### config.mk
export PLATFORM = sky130hd
export DESIGN_NAME = dds_sine_gen
export DESIGN_NICKNAME = d
export VERILOG_FILES = /design/src/rtl/dds_sine_gen.sv
export SDC_FILE = /design/constraint.sdc
export NUM_CORES = 1
export LEC_CHECK = 0
export BUFFER_PORTS_ARGS = -buffer_cell sky130_fd_sc_hd__buf_2
export CAP_MARGIN = 30
export CORE_MARGIN = 3
export CORE_UTILIZATION = 50
export DETAILED_ROUTE_END_ITERATION = 16
export PLACE_DENSITY_LB_ADDON = 0.3
export SYNTH_ARGS = -nofsm -noshare
export SYNTH_HDL_FRONTEND = slang
export SYNTH_SLANG_ARGS = --single-unit
export TNS_END_PERCENT = 30
### constraint.sdc
create_clock -name clk_i -period 3.7 [get_ports clk_i]
set_input_delay 0.37 -clock clk_i [delete_from_list [all_inputs] [get_ports clk_i]]
set_output_delay 0.37 -clock clk_i [all_outputs]
set_load 0.05 [all_outputs]
### src/rtl/dds_sine_gen.sv
// dds_sine_gen: DDS tone generator that drives a quarter-wave sine ROM.
//
// A phase accumulator advances by the frequency word on every enabled sample tick. The current
// phase is folded into a quarter-wave ROM address plus a sign bit. After the ROM read latency,
// the unsigned magnitude is turned into a signed full-wave sample on a valid/ready output.
//
// Ports:
//   clk_i          single clock
//   rst_ni         asynchronous active-low reset
//   en_i           generator enable; low clears phase and overrun, ignores ticks
//   freq_word_i    phase increment per sample
//   freq_load_i    one-cycle strobe capturing freq_word_i
//   sample_tick_i  one-cycle audio sample-rate strobe
//   rom_addr_o     registered quarter-wave ROM address
//   rom_data_i     ROM magnitude, valid ROM_LAT cycles after rom_addr_o changes
//   out_data_o     signed output sample
//   out_valid_o    out_data_o is valid
//   out_ready_i    consumer accepts out_data_o
//   overrun_o      sticky: a tick arrived while the previous sample was still pending
module dds_sine_gen #(
   parameter int unsigned PHASE_W = 32,
   parameter int unsigned ROM_AW  = 10,
   parameter int unsigned ROM_DW  = 15,
   parameter int unsigned ROM_LAT = 2,
   parameter int unsigned OUT_W   = 16
) (
   input  logic               clk_i,
   input  logic               rst_ni,
   input  logic               en_i,
   input  logic [PHASE_W-1:0] freq_word_i,
   input  logic               freq_load_i,
   input  logic               sample_tick_i,
   output logic [ROM_AW-1:0]  rom_addr_o,
   input  logic [ROM_DW-1:0]  rom_data_i,
   output logic [OUT_W-1:0]   out_data_o,
   output logic               out_valid_o,
   input  logic               out_ready_i,
   output logic               overrun_o
);

   typedef enum logic [1:0] {StIdle, StLookup, StHold} state_e;

   localparam int unsigned LatW = 3;
   localparam logic [LatW-1:0] LatInit = LatW'(ROM_LAT);
   localparam logic [LatW-1:0] LatOne  = LatW'(1);

   state_e              state_q;
   logic [PHASE_W-1:0]  fw_q;
   logic [PHASE_W-1:0]  phase_q;
   logic [LatW-1:0]     lat_cnt_q;
   logic                sign_q;
   logic [ROM_AW-1:0]   rom_addr_q;
   logic [OUT_W-1:0]    out_data_q;
   logic                out_valid_q;
   logic                overrun_q;

   logic [1:0]          quad;
   logic [ROM_AW-1:0]   idx;
   logic [ROM_AW-1:0]   fold_addr;
   logic [OUT_W-1:0]    mag_ext;
   logic [OUT_W-1:0]    sample;

   // Fold the pre-increment phase: odd quadrants read the ROM backwards, the upper half is negated.
   always_comb begin
      quad      = phase_q[PHASE_W-1 -: 2];
      idx       = phase_q[PHASE_W-3 -: ROM_AW];
      fold_addr = quad[0] ? ~idx : idx;
      mag_ext   = {{(OUT_W - ROM_DW){1'b0}}, rom_data_i};
      sample    = sign_q ? (OUT_W'(0) - mag_ext) : mag_ext;
   end

   always_ff @(posedge clk_i or negedge rst_ni) begin
      if (!rst_ni) begin
         state_q     <= StIdle;
         fw_q        <= '0;
         phase_q     <= '0;
         lat_cnt_q   <= '0;
         sign_q      <= 1'b0;
         rom_addr_q  <= '0;
         out_data_q  <= '0;
         out_valid_q <= 1'b0;
         overrun_q   <= 1'b0;
      end else begin
         if (freq_load_i) begin
            fw_q <= freq_word_i;
         end

         // Phase keeps advancing even when a sample is dropped so the pitch stays exact.
         if (!en_i) begin
            phase_q <= '0;
         end else if (sample_tick_i) begin
            phase_q <= phase_q + fw_q;
         end

         if (!en_i) begin
            overrun_q <= 1'b0;
         end else if (sample_tick_i && (state_q != StIdle)) begin
            overrun_q <= 1'b1;
         end

         unique case (state_q)
            StIdle: begin
               if (sample_tick_i && en_i) begin
                  rom_addr_q <= fold_addr;
                  sign_q     <= quad[1];
                  lat_cnt_q  <= LatInit;
                  state_q    <= StLookup;
               end
            end
            StLookup: begin
               lat_cnt_q <= lat_cnt_q - LatOne;
               if (lat_cnt_q == LatOne) begin
                  out_data_q  <= sample;
                  out_valid_q <= 1'b1;
                  state_q     <= StHold;
               end
            end
            StHold: begin
               // A tick coinciding with this handshake was already counted as an overrun above.
               if (out_ready_i) begin
                  out_valid_q <= 1'b0;
                  state_q     <= StIdle;
               end
            end
            default: begin
               state_q <= StIdle;
            end
         endcase
      end
   end

   assign rom_addr_o  = rom_addr_q;
   assign out_data_o  = out_data_q;
   assign out_valid_o = out_valid_q;
   assign overrun_o   = overrun_q;

endmodule

## After elaboration in Yosys (flattened, before gate mapping)

Index checks and enable logic that the tools add are counted.

- Register bits after elaboration: 98
- Output and inout port bits: 28
- Input bits: 53

- Multiplexer cells: 15
- Bitwise operators: 1
- Add/subtract/negate cells: 3
- Reductions and logical operators: 11
- Equality and inequality tests: 8

Operators with widths:

| cell | count |
|---|---|
| two-way mux 32 bit | 2 |
| adder 32 bit | 1 |
| two-way mux 16 bit | 1 |
| subtractor 1 x 15 -> 16 bit, first input constant | 1 |
| two-way mux 10 bit | 1 |
| NOT 10 bit | 1 |
| two-way mux 2 bit | 3 |
| inequality test 2 bit, second input constant | 3 |
| one-hot mux 2 bit (3 select lines) | 1 |
| one-hot mux 3 bit (2 select lines) | 1 |
| AND reduction 2 bit | 3 |
| AND reduction 3 bit | 2 |
| nonzero test 2 bit | 3 |
| two-way mux 1 bit | 4 |
| inequality test 2 x 1 -> 1 bit, second input constant | 2 |
| equality test 3 x 1 -> 1 bit, second input constant | 1 |
| two-way mux 3 bit | 1 |
| subtractor 3 x 1 -> 3 bit, second input constant | 1 |
| equality test 2 x 1 -> 1 bit, second input constant | 1 |
| equality test 2 bit, second input constant | 1 |
| logical AND 1 bit | 2 |
| zero test 2 bit | 1 |
| one-hot mux 1 bit (2 select lines) | 1 |

## Logic depth before layout (Yosys ltp)

Gate-level depths: netlist (run 1).

- Depth in word-level cells: 4
- Gate-level depth with buffers: 11
- Mapped depth without buffers: 11

## Least setup slack after synthesis (run 1)

OpenSTA, ideal clock, no wires.

- Kind: reg-to-reg
- Start: register fw_q[0]
- End: register phase_q[30]
- Required time: 3,578 ps
- Stages on the path, launching flop included: 12
- Setup slack: 1,133 ps
- Data arrival time: 2,446 ps
- Library setup time: 122 ps
- Cells stage by stage: dfrtp_1 > ha_1 > inv_1 > fa_1 > and2b_1 > o31a_2 > o2111ai_4 > a211oi_2 > o221ai_2 > a21oi_1 > or3_1 > a32o_1

- Longest elaborated chain between the ends: 3

RTL lines:

| item | line | source |
|---|---|---|
| from (decl) | 48 | `logic [PHASE_W-1:0] fw_q;` |
| from (signal assigned) | 85 | `fw_q <= freq_word_i;` |
| adder 32 bit | 92 | `phase_q <= phase_q + fw_q;` |
| two-way mux 32 bit | 91 | `end else if (sample_tick_i) begin` |
| two-way mux 32 bit | 89 | `if (!en_i) begin` |
| to (signal assigned) | 92 |  |
| to (decl) | 49 | `logic [PHASE_W-1:0] phase_q;` |

No other way between the ends. The select of a mux whose other input is x is not followed.
A chain may end at the register's enable or synchronous reset.

## Final worst setup path (run 1)

- Start: register phase_q[1]
- End: register phase_q[31]

- Longest elaborated chain between the ends: 3

RTL lines:

| item | line |
|---|---|
| adder 32 bit | 92 |
| two-way mux 32 bit | 91 |
| two-way mux 32 bit | 89 |

No other way between the ends. The select of a mux whose other input is x is not followed.

==> results of run 1 <==
critical path, cell delays in order (launching register included):
cell	delay (ps)
dfrtp_1	400
ha_1	290
a211oi_1	220
o21ai_0	230
o2111ai_1	320
nand3_1	190
a31oi_1	540
o31ai_1	160
a22o_1	250
o2111ai_1	90
flip-flops by register name, summed over array words and instances, names as in the netlist:
name / cells
rom_addr_o: 10
out_valid_o: 1
sign_q: 1
fw_q: 32
state_q: 2
lat_cnt_q: 3
phase_q: 32
out_data_o: 16
overrun_o: 1
power groups by stage:
stage / registers (mW) / clock network [mW] / logic [mW]
after floorplan: 2.00 / 0 / 1.12
after global placement: 1.56 / 0 / 1.97
after detailed placement: 1.58 / 0 / 2.01
after CTS: 1.56 / 0.961 / 2.02
after global routing: 1.60 / 1.00 / 2.22
final: 1.56 / 0.929 / 2.01
worst paths after layout:
path | startpoint | end | slack [ps] | cells past startpoint
setup / recovery | phase_q[1] | phase_q[31] | 910 | 9
hold / removal | freq_word_i[1] | fw_q[1] | 240 | 3
setup reg to reg | phase_q[1] | phase_q[31] | 910 | 9
hold reg to reg | out_valid_o | out_valid_o | 480 | 1
max in group asynchronous | rst_ni | phase_q[10] | 2420 | 3
min in group asynchronous | rst_ni | fw_q[18] | 490 | 2
cell families after synthesis:
family	Yosys count
flops	98
xor+xnor	46
simple gates	152
buf+inv	42
compound gates	157
mux	47
fa+ha+maj	35
through the flow:
| step | instances | total power [mW] | util [%] | worst slack (ps) | hold WS [ps] |
|---|---|---|---|---|---|
| floorplan | 577 | 3.12 | - | 1130 | 74.4 |
| global placement | 775 | 3.52 | 56.7 | 991 | 319 |
| detailed placement | 775 | 3.58 | 56.7 | 948 | 322 |
| CTS | 791 | 4.54 | 59.5 | 926 | 230 |
| global route | 791 | 4.83 | 59.5 | 682 | 240 |
| finish | 791 | 4.49 | 59.5 | 914 | 242 |
layout make-up:
type / instances / area share [%]
Tap cell: 140 / 2.68
Inverter: 15 / 0.861
Multi-Input combinational cell: 437 / 47.5
Clock inverter: 5 / 0.842
Clock buffer: 10 / 3.66
Sequential cell: 98 / 37.5
Timing Repair Buffer: 86 / 6.89
placed cells by master, fill, tap and decap left out, drive strengths merged, types with 9 or more instances in the layout:
cell    netlist  layout
a21oi        59      59
dfrtp        98      98
nor2         47      47
nor2b        18      18
mux2         35      35
mux2i        12      12
xnor2        30      30
ha           34      34
buf           1      85
a21o          9       9
o21ai        38      38
clkbuf       26      10
nand2        42      42
inv          15      15
xor2         16      16
per-layer routing:
layer  wire, µm  vias up  part of all wire [%]
met5          0        -                     0
met4        201        0                   1.7
met3        457       17                   3.8
met2       5590       80                    47
met1       5650     2106                    47
li1           -     2197                     -
==> reports/metrics.cfg, run 1 <==
[grt]
gr-usage-met1_pct=27.6
grt_pass1_vias=4502
track_usage_pct=20.3
overflow=0
grt-busiest-layer=met2
grt_antenna_before_repair=0
grtUsageMet2_pct=32.2
grt_use_met3_pct=4.71
grt_max_degree=38
grt_pass1_wl_um=21200

[pwr]
switching_share_pct=41.9
ir_drop_mv=0.452
p_sw_mw=1.88
powerDensity_nw_per_um2=687
power_leakage_nw=2.95
p_comb_share_pct=44.6
clkPwrFrac_pct=20.7
pwr-share-seq_pct=34.7
p_int_mw=2.61

[yosys]
ys.flop_type=dfrtp_1
synthCells=577
synth_top_family_by_area=compound AO/OA/AOI/OAI gates
synth.area.mux_share_pct=9.00
synth_area_um2=5710
synth_xor_area_share_pct=7.05
mappedNetlistNets=665
synth_seq_cells=98
yosysSeqAreaShare_pct=42.9
synth_top_cell_area_share_pct=42.9
synth_compound_area_share_pct=17.4
synth_fa_ha_area_share_pct=7.80
synth_most_common_cell=dfrtp_1
synth_simple_gate_area_share_pct=13.1
synth.largest_area_cell=dfrtp_1
avgSynthCellArea_um2=9.90
yosys_warnings=0
synth_area_leaders=dfrtp_1 43%, ha_1 7.4%, mux2_2 6.9%, a21oi_1 5.2%, xnor2_1 4.6%
async_flop_share_pct=100
synth_common_cells=98 x dfrtp_1, 59 x a21oi_1, 47 x nor2_1, 41 x nand2_1, 38 x o21ai_0
synth_cell_type_count=57
synth_enable_flop_cells=0

[finish]
drive_gt1_share_pct=22.4
fill_cells=954
syn2layout_area_growth_pct=14.4
fin_area_um2=6540
antenna_cells=0
multi_input_area_um2=3110
layout.nets=735
seq_area_um2=2450

[drt]
drtPass1Iterations=4
drt_iter0_drc=306
drc=0
ant_nets=0
vias_per_cell=5.56
wirelength_um=11900
wire_per_inst_um=15.0
vias=4400

[worst_setup_path]
crit_arrival_ps=3050
crit_path_start_kind=flop
worstSetupEndpointType=flop
cp.required_ps=3960
crit_fanout=5
criticalPathCategory=flop to flop

[clock_network]
ctsHoldBuffers=1
cts_buffers=9
cts_resized=0
clock_latency_ps=350
clk_pin_slew_ps=70
cts_tree=yes
htree_num_levels=3
clock_sinks=98
cts-root-buf=clkbuf_16
postCtsSetupBuffers=0
cts_max_path_buffers=2

[sta]
finalMaxSlewViolations=0
setup_tns_ps=0
clock.fmax_mhz=359
grt_setup_unrepaired=false
period_share_pct=75.3
tightest_slew_ps=786
slew-limit-headroom_pct=47.6
finalHoldViolations=0
fin_crit_ps=2790
worst_clock_skew_ps=5.67
setup_viol=0

[die]
die_h_um=113
fp.dieArea_um2=12700
start_util_pct=52.0
io_pins=81
core_um2=11000
die_x_um=113
num_rows=38

[placed_design]
port_buffers=80
dpl_cell_area_um2=6230
dp_hpwl_um=8790
routabilityCongestion=0.925

[worst_hold_path]
min_path_type=input pin to flop

[status]
status=finished, final reports clean

[run]
cap_violations=0

Power figures use the tool's default switching activity.
==> inputs of run 2 (changes only) <==
==> constraint.sdc (replaced) <==
create_clock -name clk_i -period 2.7 [get_ports clk_i]
set_input_delay 0.27 -clock clk_i [delete_from_list [all_inputs] [get_ports clk_i]]
set_output_delay 0.27 -clock clk_i [all_outputs]
set_load 0.05 [all_outputs]
==> reports/metrics.cfg, run 2 (synthesis gave the netlist of run 1 again) <==
[status]
status=finished with violations  ; was finished, final reports clean
violations=negative setup slack

[finish]
layout_common_cells=98 x dfrtp_1, 79 x buf_2, 56 x a21oi_1  ; was 98 x dfrtp_1, 79 x buf_2, 59 x a21oi_1
utilization_pct=60.8  ; was 59.5%
mostFrequentLayoutCell=dfrtp_1  ; unchanged
multi_input_area_um2=3140  ; was 3110 µm²
syn2layout_area_growth_pct=16.9  ; was 14.4%
drive_gt1_share_pct=25.0  ; was 22.4%
fin_area_um2=6680  ; was 6540 µm²
seq_area_um2=2450  ; unchanged
fill_cells=908  ; was 954
antenna_cells=0  ; unchanged
layout.nets=750  ; was 735

[drt]
wirelength_um=12300  ; was 11900 µm
ant_nets=0  ; unchanged
drc=0  ; unchanged
vias=4518  ; was 4400
vias_per_cell=5.60  ; was 5.56
drt_iter0_drc=323  ; was 306
drtPass1Iterations=4  ; unchanged
wire_per_inst_um=15.2  ; was 15.0 µm

[die]
num_rows=38  ; unchanged
start_util_pct=52.0  ; unchanged
fp.dieArea_um2=12700  ; unchanged
die_x_um=113  ; unchanged
io_pins=81  ; unchanged
core_um2=11000  ; unchanged
die_h_um=113  ; unchanged

[sta]
finalHoldViolations=0  ; unchanged
setup_viol=1  ; was 0
tightest_slew_ps=757  ; was 786 ps
setup_tns_ps=-5.84  ; was 0 ps
fin_crit_ps=2710  ; was 2790 ps
worst_slack_ps=-5.84  ; was 914 ps
period_share_pct=100  ; was 75.3%
grt_setup_unrepaired=true  ; was false
clock.fmax_mhz=370  ; was 359 MHz
slew-limit-headroom_pct=49.5  ; was 47.6%
hold_ws_ps=147  ; was 242 ps
finalMaxSlewViolations=0  ; unchanged
worst_clock_skew_ps=8.30  ; was 5.67 ps

[run]
cap_violations=0  ; unchanged

[grt]
grt_max_degree=55  ; was 38
grt_antenna_before_repair=0  ; unchanged
overflow=0  ; unchanged
grt_pass1_wl_um=21500  ; was 21200 µm
track_usage_pct=20.6  ; was 20.3%
grt_pass1_vias=4567  ; was 4502

[pwr]
ir_drop_mv=0.691  ; was 0.452 mV
powerDensity_nw_per_um2=925  ; was 687 nW/µm²
power_leakage_nw=3.03  ; was 2.95 nW
total_power_mw=6.18  ; was 4.49 mW

[placed_design]
dp_hpwl_um=8840  ; was 8790 µm
port_buffers=80  ; unchanged
dpl_cell_area_um2=6310  ; was 6230 µm²
routabilityCongestion=0.949  ; was 0.925

[clock_network]
clock_sinks=98  ; unchanged
clk_pin_slew_ps=60  ; was 70 ps
cts_buffers=9  ; unchanged
cts-root-buf=clkbuf_16  ; unchanged
cts_tree=yes  ; unchanged
cts_max_path_buffers=2  ; unchanged
clock_latency_ps=350  ; about the same
htree_num_levels=3  ; unchanged

[worst_setup_path]
cp.required_ps=2940  ; was 3960 ps
ff2ff_path_depth=11  ; was 9
crit_path_start_kind=flop  ; unchanged
crit_arrival_ps=2950  ; was 3050 ps
crit_fanout=2  ; was 5
criticalPathCategory=flop to flop  ; unchanged
worstSetupEndpointType=flop  ; unchanged

[worst_hold_path]
min_path_type=input pin to flop  ; unchanged
whs_path_depth=3  ; unchanged

-- run 2: power by group --
group / switching [mW] / total [mW] / internal (mW)
Combinational: 1.78 / 2.82 / 1.04
Sequential: 0.283 / 2.13 / 1.85
Clock: 0.533 / 1.23 / 0.698
Total: 2.60 / 6.18 / 3.58
-- run 2: worst paths after layout --
| kind | from | end | slack [ps] |
|---|---|---|---|
| setup / recovery | fw_q[0] | phase_q[30] | -6 |
| hold / removal | freq_word_i[1] | fw_q[1] | 150 |
| setup reg to reg | fw_q[0] | phase_q[30] | -6 |
| hold reg to reg | out_valid_o | out_valid_o | 480 |
| max in group asynchronous | rst_ni | phase_q[11] | 1550 |
| min in group asynchronous | rst_ni | fw_q[20] | 470 |
-- run 2: final cells by class --
class                   count  area share (%)
clock buffers              14            4.10
clock inverters             2           0.150
flip-flops and latches     98            36.7
multi-input cells         437            47.0
inverters                  15           0.843
well taps                 140            2.62
repair buffers            101            8.62
-- run 2: repair_timing --
item / 4_1_cts / 5_1_grt
setup endpoints to repair: 1 / 8
buffers inserted: 3 / 3
gates resized for setup: 3 / 5
hold endpoints to repair: 44 / 0
pin swaps: 5 / 10
hold buffers: 1 / 0
-- run 2: stage by stage --
step | cells | setup WS [ps]
5_1_grt | 807 | -185
4_1_cts | 804 | -0.776
6_report | 807 | -5.84
3_3_place_gp | 784 | 66.1
2_1_floorplan | 577 | 133
3_5_place_dp | 784 | 28.3
-- run 2: critical path, stage by stage (launching register included) --
cell and delay (ps):
dfrtp_1 390, ha_2 180, inv_2 60, fa_2 190
and2b_1 190, o31a_2 330, o2111ai_4 240, a211oi_2 120
o221ai_2 210, a21oi_2 100, or3_1 330, a32o_1 250
-- run 2: layer usage --
layer	routed length [µm]	global-route usage, %
met4	206	7.13
met3	607	4.49
met2	5950	33.4
met1	5540	27.4
met5	0	0
